File: src/rtl/uart_rx_if.sv
// Interface between the RX pad/config side and the uart_rx_core receiver.
// data_valid is a one-cycle strobe with no back-pressure. P_DATA holds the last good word until the next good frame.
interface uart_rx_if #(
    parameter int DATA_WIDTH     = 8,
    parameter int PRESCALE_WIDTH = 6
);
    logic                      RX_IN;
    logic                      PAR_EN;
    logic                      PAR_TYP;
    logic [PRESCALE_WIDTH-1:0] PRESCALE;
    logic [DATA_WIDTH-1:0]     P_DATA;
    logic                      data_valid;
    logic                      par_err;
    logic                      stp_err;

    modport master (
        output RX_IN, PAR_EN, PAR_TYP, PRESCALE,
        input  P_DATA, data_valid, par_err, stp_err
    );

    modport slave (
        input  RX_IN, PAR_EN, PAR_TYP, PRESCALE,
        output P_DATA, data_valid, par_err, stp_err
    );
endinterface

File: src/rtl/uart_rx_core.sv
// Oversampling UART receiver: majority-vote bit recovery, LSB-first deserialise, parity/stop check.
// Define UART_RX_SYNC_EN to pass RX_IN through a 2-flop synchronizer (adds 2 cycles of latency).
module uart_rx_core #(
    parameter int DATA_WIDTH     = 8,
    parameter int PRESCALE_WIDTH = 6
) (
    input  logic       CLK,
    input  logic       RST,
    uart_rx_if.slave   bus,
    output logic [2:0] state_dbg
);
    localparam int CW = (DATA_WIDTH > 1) ? $clog2(DATA_WIDTH) : 1;
    localparam logic [CW-1:0]             BIT_LAST = CW'(DATA_WIDTH - 1);
    localparam logic [PRESCALE_WIDTH-1:0] ONE      = PRESCALE_WIDTH'(1);

    typedef enum logic [2:0] {
        IDLE   = 3'd0,
        START  = 3'd1,
        DATA   = 3'd2,
        PARITY = 3'd3,
        STOP   = 3'd4
    } state_t;

    state_t state, state_nxt;

    logic rx;
`ifdef UART_RX_SYNC_EN
    logic [1:0] sync_q;
    always_ff @(posedge CLK or negedge RST) begin
        if (!RST) sync_q <= 2'b11;
        else      sync_q <= {sync_q[0], bus.RX_IN};
    end
    assign rx = sync_q[1];
`else
    assign rx = bus.RX_IN;
`endif

    logic [PRESCALE_WIDTH-1:0] edge_cnt, prescale_q, half;
    logic [CW-1:0]             bit_cnt;
    logic [2:0]                samp_q;
    logic [DATA_WIDTH-1:0]     shift_q, p_data_q;
    logic                      par_en_q, par_typ_q, par_err_int;
    logic                      dv_q, pe_q, se_q;
    logic                      last_edge, bit_val, start_edge, frame_done;

    assign half      = prescale_q >> 1;
    assign last_edge = (edge_cnt == prescale_q - ONE);
    assign bit_val   = (samp_q[0] & samp_q[1]) | (samp_q[0] & samp_q[2]) | (samp_q[1] & samp_q[2]);

    always_ff @(posedge CLK or negedge RST) begin
        if (!RST) state <= IDLE;
        else      state <= state_nxt;
    end

    always_comb begin
        state_nxt  = state;
        frame_done = 1'b0;
        start_edge = 1'b0;
        case (state)
            IDLE: begin
                if (!rx) begin
                    state_nxt  = START;
                    start_edge = 1'b1;
                end
            end
            START:  if (last_edge) state_nxt = bit_val ? IDLE : DATA;
            DATA:   if (last_edge && bit_cnt == BIT_LAST) state_nxt = par_en_q ? PARITY : STOP;
            PARITY: if (last_edge) state_nxt = STOP;
            STOP: begin
                if (last_edge) begin
                    frame_done = 1'b1;
                    // A low line at the end of stop is already the next start bit.
                    if (!rx) begin
                        state_nxt  = START;
                        start_edge = 1'b1;
                    end else begin
                        state_nxt  = IDLE;
                    end
                end
            end
            default: state_nxt = IDLE;
        endcase
    end

    always_ff @(posedge CLK or negedge RST) begin
        if (!RST) begin
            edge_cnt    <= '0;
            prescale_q  <= '0;
            bit_cnt     <= '0;
            samp_q      <= '0;
            shift_q     <= '0;
            p_data_q    <= '0;
            par_en_q    <= 1'b0;
            par_typ_q   <= 1'b0;
            par_err_int <= 1'b0;
            dv_q        <= 1'b0;
            pe_q        <= 1'b0;
            se_q        <= 1'b0;
        end else begin
            dv_q <= 1'b0;
            pe_q <= 1'b0;
            se_q <= 1'b0;
            if (start_edge) begin
                prescale_q  <= bus.PRESCALE;
                par_en_q    <= bus.PAR_EN;
                par_typ_q   <= bus.PAR_TYP;
                par_err_int <= 1'b0;
                bit_cnt     <= '0;
            end
            // From IDLE the detection cycle itself is edge 0; from STOP the next cycle is edge 0.
            if (state == IDLE)  edge_cnt <= start_edge ? ONE : '0;
            else if (last_edge) edge_cnt <= '0;
            else                edge_cnt <= edge_cnt + ONE;
            if (state != IDLE) begin
                if (edge_cnt == half - ONE) samp_q[0] <= rx;
                if (edge_cnt == half)       samp_q[1] <= rx;
                if (edge_cnt == half + ONE) samp_q[2] <= rx;
            end
            if (state == DATA && last_edge) begin
                shift_q <= {bit_val, shift_q[DATA_WIDTH-1:1]};
                bit_cnt <= bit_cnt + CW'(1);
            end
            if (state == PARITY && last_edge)
                par_err_int <= bit_val ^ (^shift_q) ^ par_typ_q;
            if (frame_done) begin
                dv_q <= !par_err_int && bit_val;
                pe_q <= par_err_int;
                se_q <= !bit_val;
                if (!par_err_int && bit_val) p_data_q <= shift_q;
            end
        end
    end

    assign bus.P_DATA     = p_data_q;
    assign bus.data_valid = dv_q;
    assign bus.par_err    = pe_q;
    assign bus.stp_err    = se_q;
    assign state_dbg      = state;
endmodule

File: src/flat_wrapper.sv
// flat-port wrapper written by rule: the top's interface ports become plain ports
module uart_rx_core_flat 
#(
    parameter int DATA_WIDTH     = 8,
    parameter int PRESCALE_WIDTH = 6
)
  (CLK, RST, state_dbg, bus_RX_IN, bus_PAR_EN, bus_PAR_TYP, bus_PRESCALE, bus_P_DATA, bus_data_valid, bus_par_err, bus_stp_err);
  uart_rx_if #(.DATA_WIDTH(DATA_WIDTH), .PRESCALE_WIDTH(PRESCALE_WIDTH)) bus_i ();
  input  logic CLK;
  input  logic RST;
  output logic [2:0] state_dbg;
  input wire logic [$bits(bus_i.RX_IN)-1:0] bus_RX_IN;
  input wire logic [$bits(bus_i.PAR_EN)-1:0] bus_PAR_EN;
  input wire logic [$bits(bus_i.PAR_TYP)-1:0] bus_PAR_TYP;
  input wire logic [$bits(bus_i.PRESCALE)-1:0] bus_PRESCALE;
  output wire logic [$bits(bus_i.P_DATA)-1:0] bus_P_DATA;
  output wire logic [$bits(bus_i.data_valid)-1:0] bus_data_valid;
  output wire logic [$bits(bus_i.par_err)-1:0] bus_par_err;
  output wire logic [$bits(bus_i.stp_err)-1:0] bus_stp_err;
  assign bus_i.RX_IN = bus_RX_IN;
  assign bus_i.PAR_EN = bus_PAR_EN;
  assign bus_i.PAR_TYP = bus_PAR_TYP;
  assign bus_i.PRESCALE = bus_PRESCALE;
  assign bus_P_DATA = bus_i.P_DATA;
  assign bus_data_valid = bus_i.data_valid;
  assign bus_par_err = bus_i.par_err;
  assign bus_stp_err = bus_i.stp_err;
  uart_rx_core #(.DATA_WIDTH(DATA_WIDTH), .PRESCALE_WIDTH(PRESCALE_WIDTH)) u_core (.CLK(CLK), .RST(RST), .bus(bus_i), .state_dbg(state_dbg));
endmodule
File: config.mk
export PLATFORM = sky130hd
export DESIGN_NAME = uart_rx_core_flat
export DESIGN_NICKNAME = d
export VERILOG_FILES = /design/src/rtl/uart_rx_if.sv /design/src/rtl/uart_rx_core.sv /design/src/flat_wrapper.sv
export SDC_FILE = /design/constraint.sdc
export NUM_CORES = 1
export LEC_CHECK = 0
export BUFFER_PORTS_ARGS = -buffer_cell sky130_fd_sc_hd__buf_2
export CORE_ASPECT_RATIO = 1.2
export CORE_MARGIN = 10
export CORE_UTILIZATION = 63
export CTS_BUF_LIST = sky130_fd_sc_hd__clkbuf_8 sky130_fd_sc_hd__clkbuf_16
export DETAILED_ROUTE_END_ITERATION = 6
export PLACE_DENSITY = 0.95
export REMOVE_ABC_BUFFERS = 1
export SLEW_MARGIN = 10
export SYNTH_ARGS = -nofsm -noshare
export SYNTH_HDL_FRONTEND = slang
export SYNTH_SLANG_ARGS = --single-unit
File: constraint.sdc
create_clock -name CLK -period 6.71 [get_ports CLK]
set_input_delay 1.342 -clock CLK [delete_from_list [all_inputs] [get_ports CLK]]
set_output_delay 1.342 -clock CLK [all_outputs]
set_load 0.05 [all_outputs]
Word-level counts from Yosys, hierarchy flattened:

Cells that the tools add are included.
W data, S select, Z words.

* mux-type cells: 24
* add/subtract/negate cells: 5
* equal/unequal tests: 14
* reductions and logical operators: 16
* bitwise operators: 7

Operators with widths (count)
* $mux W3: 8
* $eq A6 B6 Y1: 3
* $pmux W3 S5: 1
* $mux W6: 2
* $mux W1: 11
* $ne A2 B1 Y1 const B: 4
* $reduce_and A2 Y1: 4
* $reduce_xor A8 Y1: 1
* $add A5 B1 Y6 const B: 1
* $add A6 B1 Y6 const B: 1
* $eq A3 B2 Y1 const B: 2
* $eq A3 B3 Y1 const B: 2
* $eq A6 B5 Y1: 1
* $sub A5 B1 Y6 const B: 1
* $sub A6 B1 Y6 const B: 1
* $reduce_and A5 Y1: 1
* $logic_and A1 B1 Y1: 4
* $reduce_bool A2 Y1: 2
* $add A3 B1 Y3 const B: 1
* $and A1 B1 Y1: 3
* $eq A3 B1 Y1 const B: 1
* $logic_not A3 Y1: 1
* $reduce_bool A3 Y1: 1
* $logic_not A1 Y1: 2
* other kinds (5): 7

* bits in registers: 43
* logic and storage cells: 81
* output and inout port bits: 14
* input bits: 11

Longest topological paths before layout:

* word-level depth: 6
* mapped depth: 9
* depth with buffers taken out: 7

Least setup slack after synthesis:

No wires, ideal clock.

* kind: input to register
* start point: input port bus_RX_IN
* end point: register u_core.par_en_q
* path buffers: 1
* setup time: 0.125 ns
* path slack: 4.207 ns
* stages: 4
* arrival: 2.378 ns
* data required time: 6.585 ns
* cell sequence: clkbuf_1 > nor2_1 > a31oi_2 > mux2_2

* longest elaborated chain between the ends: 3

RTL lines
* from (decl): RTL line flat_wrapper.sv:12 `input wire logic [$bits(bus_i.RX_IN)-1:0] bus_RX_IN;`
* $mux W1 (*): RTL line uart_rx_core.sv:61, uart_rx_core.sv:73
* $mux W1: RTL line uart_rx_core.sv:70 `if (last_edge) begin`
* $pmux W1 S2 (*): RTL line uart_rx_core.sv:59 `case (state)`
* to (signal assigned): RTL line uart_rx_core.sv:105 `par_en_q <= bus.PAR_EN;`
* to (decl): RTL line uart_rx_core.sv:42 `logic par_en_q, par_typ_q, par_err_int;`

Mark *: on every way between the ends. The rest lies on a longest branch, timed or not.
A chain may end at the register's enable or synchronous reset.

Final worst setup path:

* start point: register u_core.prescale_q[2]
* end point: register u_core.p_data_q[4], in the netlist u_core.bus.P_DATA[4]

* longest elaborated chain between the ends: 5

RTL lines
* from (decl): RTL line uart_rx_core.sv:38 `logic [PRESCALE_WIDTH-1:0] edge_cnt, prescale_q, half;`
* from (signal assigned): RTL line uart_rx_core.sv:104 `prescale_q <= bus.PRESCALE;`
* $sub A6 B1 Y6: RTL line uart_rx_core.sv:47 `assign last_edge = (edge_cnt == prescale_q - ONE);`
* $eq A6 B6 Y1: RTL line uart_rx_core.sv:47
* $mux W1: RTL line uart_rx_core.sv:70
* $mux W1: RTL line uart_rx_core.sv:59
* $reduce_and A2 Y1 (no source line)
* to (signal assigned): RTL line uart_rx_core.sv:129 `if (!par_err_int && bit_val) p_data_q <= shift_q;`
* to (decl): RTL line uart_rx_core.sv:41 `logic [DATA_WIDTH-1:0] shift_q, p_data_q;`

Every way passes these cells.

==> reports/metrics.yaml <==
outcome: "completed"
antenna_found_initial: 0
grt_pass1_wl_um: 8487
coreArea_mm2: 0.003633
crit_path_start: "u_core.prescale_q[2]$_DFFE_PN0P_"
regToRegStartpoint: "u_core.prescale_q[2]$_DFFE_PN0P_"
period_needed_ns: 2.694
yosysWarnings: 0
initial_core_util_pct: 65.22
grt.overflow.total: 0
fmax_ghz: 0.3713
period_share_pct: 40.14
nets: 248
cts_resized: 0
max-clock-path-buffers: 2
total_leakage_power_nw: 1.221
clk_latency_ns: 0.30
wire_per_inst_um: 17.25
portBuffers: 24
drt-initial-drc-count: 98
via_count: 1693
worst_clock_skew_ns: 0.005154
area.sequential_mm2: 0.001076
syn_to_final_growth_pct: 11.51
ys_types: 48
firstDrtPassIters: 4
viasPerCell: 5.982
multi_input_area_mm2: 0.001234
maxSlewHeadroom_pct: 38.79
finish.instance_area_mm2: 0.002643
rows: 24
rrSetupSlack_ns: 4.02
ys_seq_elements: 43
path_class: "reg2reg"
ys.flop_type: "dfrtp_1"
worst_slew_pin_slew_ns: 0.9182
cts_tree: "built"
hpwl_um: 3592
p_total_w: 0.001191
ctsHoldBuffers: 0
tns_ns: 0
syn_area_per_cell_um2: 11.39
hold_path_class: "reg2reg"
gr-usage-all-layers_pct: 15.66
r2r.worst_path.cells: 7
grt_pass1_vias: 1780
p_per_area_mw_per_mm2: 450.6
drc: 0
place_area_mm2: 0.002510
final.setup.worst_slack_ns: 4.016
insertedDiodeCount: 0
synth_cells: 208
critical_path.max_fanout: 11
synth_edf_count: 0
ant_nets: 0
netlist_area_mm2: 0.002370
crit_end: "u_core.bus.P_DATA[4]$_DFFE_PN0P_"
root_buffer: "clkbuf_8"
hold_violations: 0
setup_violations: 0
end_kind: "flop"
num-fill-cells: 258
ys_async_sr_fraction_pct: 100.0
max_cap_viol_count: 0
die_area_mm2: 0.006625
num_io_pins: 25
clk_pin_slew_ns: 0.08
die_h_um: 87.19
dpl_worst_slack_ns: 4.027
cts_max_level: 2
clock_sinks: 43
cp_data_required_time_ns: 6.90
final_util_pct: 72.73
grt_max_degree: 44
die_x_um: 75.99
cts_setup_buffers: 0
vdd_ir_drop_max_v: 0.0004331
cts_made_buffers: 5
layout-drive-gt1-share_pct: 28.14
place_congestion: 0.9108
rsz0062_at_grt: "no"
critPathLaunchType: "flop"
reg2reg_to: "u_core.bus.P_DATA[4]$_DFFE_PN0P_"
drt_wl_total_um: 4883
ys_seq_area_share_pct: 45.41
arrival_ns: 2.88
slew_viol_final: 0
-- worst min path at each step --
| stage | to | cells past startpoint | startpoint | slack [ns] |
|---|---|---|---|---|
| 2_1_floorplan | u_core.bit_cnt[1]$_DFFE_PN0P_ | 1 | u_core.bit_cnt[1]$_DFFE_PN0P_ | 0.47 |
| 3_3_place_gp | u_core.bit_cnt[1]$_DFFE_PN0P_ | 1 | u_core.bit_cnt[1]$_DFFE_PN0P_ | 0.48 |
| 3_5_place_dp | u_core.bit_cnt[1]$_DFFE_PN0P_ | 1 | u_core.bit_cnt[1]$_DFFE_PN0P_ | 0.49 |
| 4_1_cts | u_core.bit_cnt[1]$_DFFE_PN0P_ | 1 | u_core.bit_cnt[1]$_DFFE_PN0P_ | 0.51 |
| 5_1_grt | u_core.bit_cnt[2]$_DFFE_PN0P_ | 1 | u_core.bit_cnt[2]$_DFFE_PN0P_ | 0.53 |
| 6_report | u_core.bit_cnt[2]$_DFFE_PN0P_ | 1 | u_core.bit_cnt[2]$_DFFE_PN0P_ | 0.51 |
-- Yosys cell counts (5+ instances only) --
| cell type | n | share of area, % |
|---|---|---|
| clkbuf_1 | 5 | 0.79 |
| ha_1 | 7 | 3.7 |
| nor2b_1 | 5 | 1.3 |
| nor3_1 | 10 | 2.1 |
| o21ai_0 | 5 | 1.1 |
| xnor2_1 | 18 | 6.7 |
| nand2_1 | 6 | 0.95 |
| xor2_1 | 10 | 3.7 |
| dfrtp_1 | 43 | 45 |
| nor2_1 | 12 | 1.9 |
| mux2_2 | 27 | 13 |
| nand3_1 | 5 | 1.1 |
-- where the power goes --
group	total (W)	internal, W	switching, W
sequential	0.000429	0.000320	0.000108
clock	0.000235	0.000147	0.0000881
combinational	0.000526	0.000229	0.000297
total	0.00119	0.000697	0.000493
-- layout by cell type (no fill, tap or decap), types with 4 or more instances in the layout --
cell type,count
inv_1,5
clkbuf_8,5
buf_2,24
xnor2_1,18
nor3_1,10
nand2_1,6
dfrtp_1,43
o21ai_0,5
nand3_1,5
ha_1,7
xor2_1,10
nor2_1,12
a31oi_1,4
nor2b_1,5
mux2_2,27
-- worst max-delay path, stage by stage, from the launching register on --
cell and delay (ns):
dfrtp_1 0.54, inv_1 0.11, ha_1 0.21, a21boi_0 0.25, xnor2_1 0.19, o2111ai_1 0.30, nor4_4 0.60, mux2_2 0.40
-- sequential cells by signal, summed over array words and instances (netlist names) --
signal	flops
u_core.bit_cnt	3
u_core.bus.P_DATA	8
u_core.bus.data_valid	1
u_core.bus.par_err	1
u_core.bus.stp_err	1
u_core.edge_cnt	6
u_core.par_en_q	1
u_core.par_err_int	1
u_core.par_typ_q	1
u_core.prescale_q	6
u_core.samp_q	3
u_core.shift_q	8
u_core.state_dbg	3
-- per-layer routing --
layer	global-route usage, %	wire length, µm
met5	0	0
met2	27.32	2498
met1	17.47	1928
met3	4.959	351
met4	6.034	104
-- kinds of logic after synthesis --
group | Yosys count | share of synthesized area, %
buffers and inverters | 13 | 2.534
adders and majority gates | 8 | 4.118
AOI/OAI and AO/OA | 27 | 8.765
xor gates and xnor gates | 29 | 11.30
and+or+nand+nor | 61 | 15.05
muxes | 27 | 12.83
DFF | 43 | 45.41
-- final cells by class --
cell class	count	area share, %
inverters	4	0.5682
clock inverters	3	2.415
well taps	52	2.462
repair buffers	24	4.545
flip-flops and latches	43	40.72
multi-input cells	152	46.69
clock buffers	5	2.604
-- metrics by stage --
stage	hold slack, ns	cells
detailed placement	0.4937	275
floorplan	0.4698	199
global placement	0.4796	275
CTS	0.5106	283
finish	0.5069	283
global route	0.5293	283
Note: power is estimated with default switching activity, not from simulation.
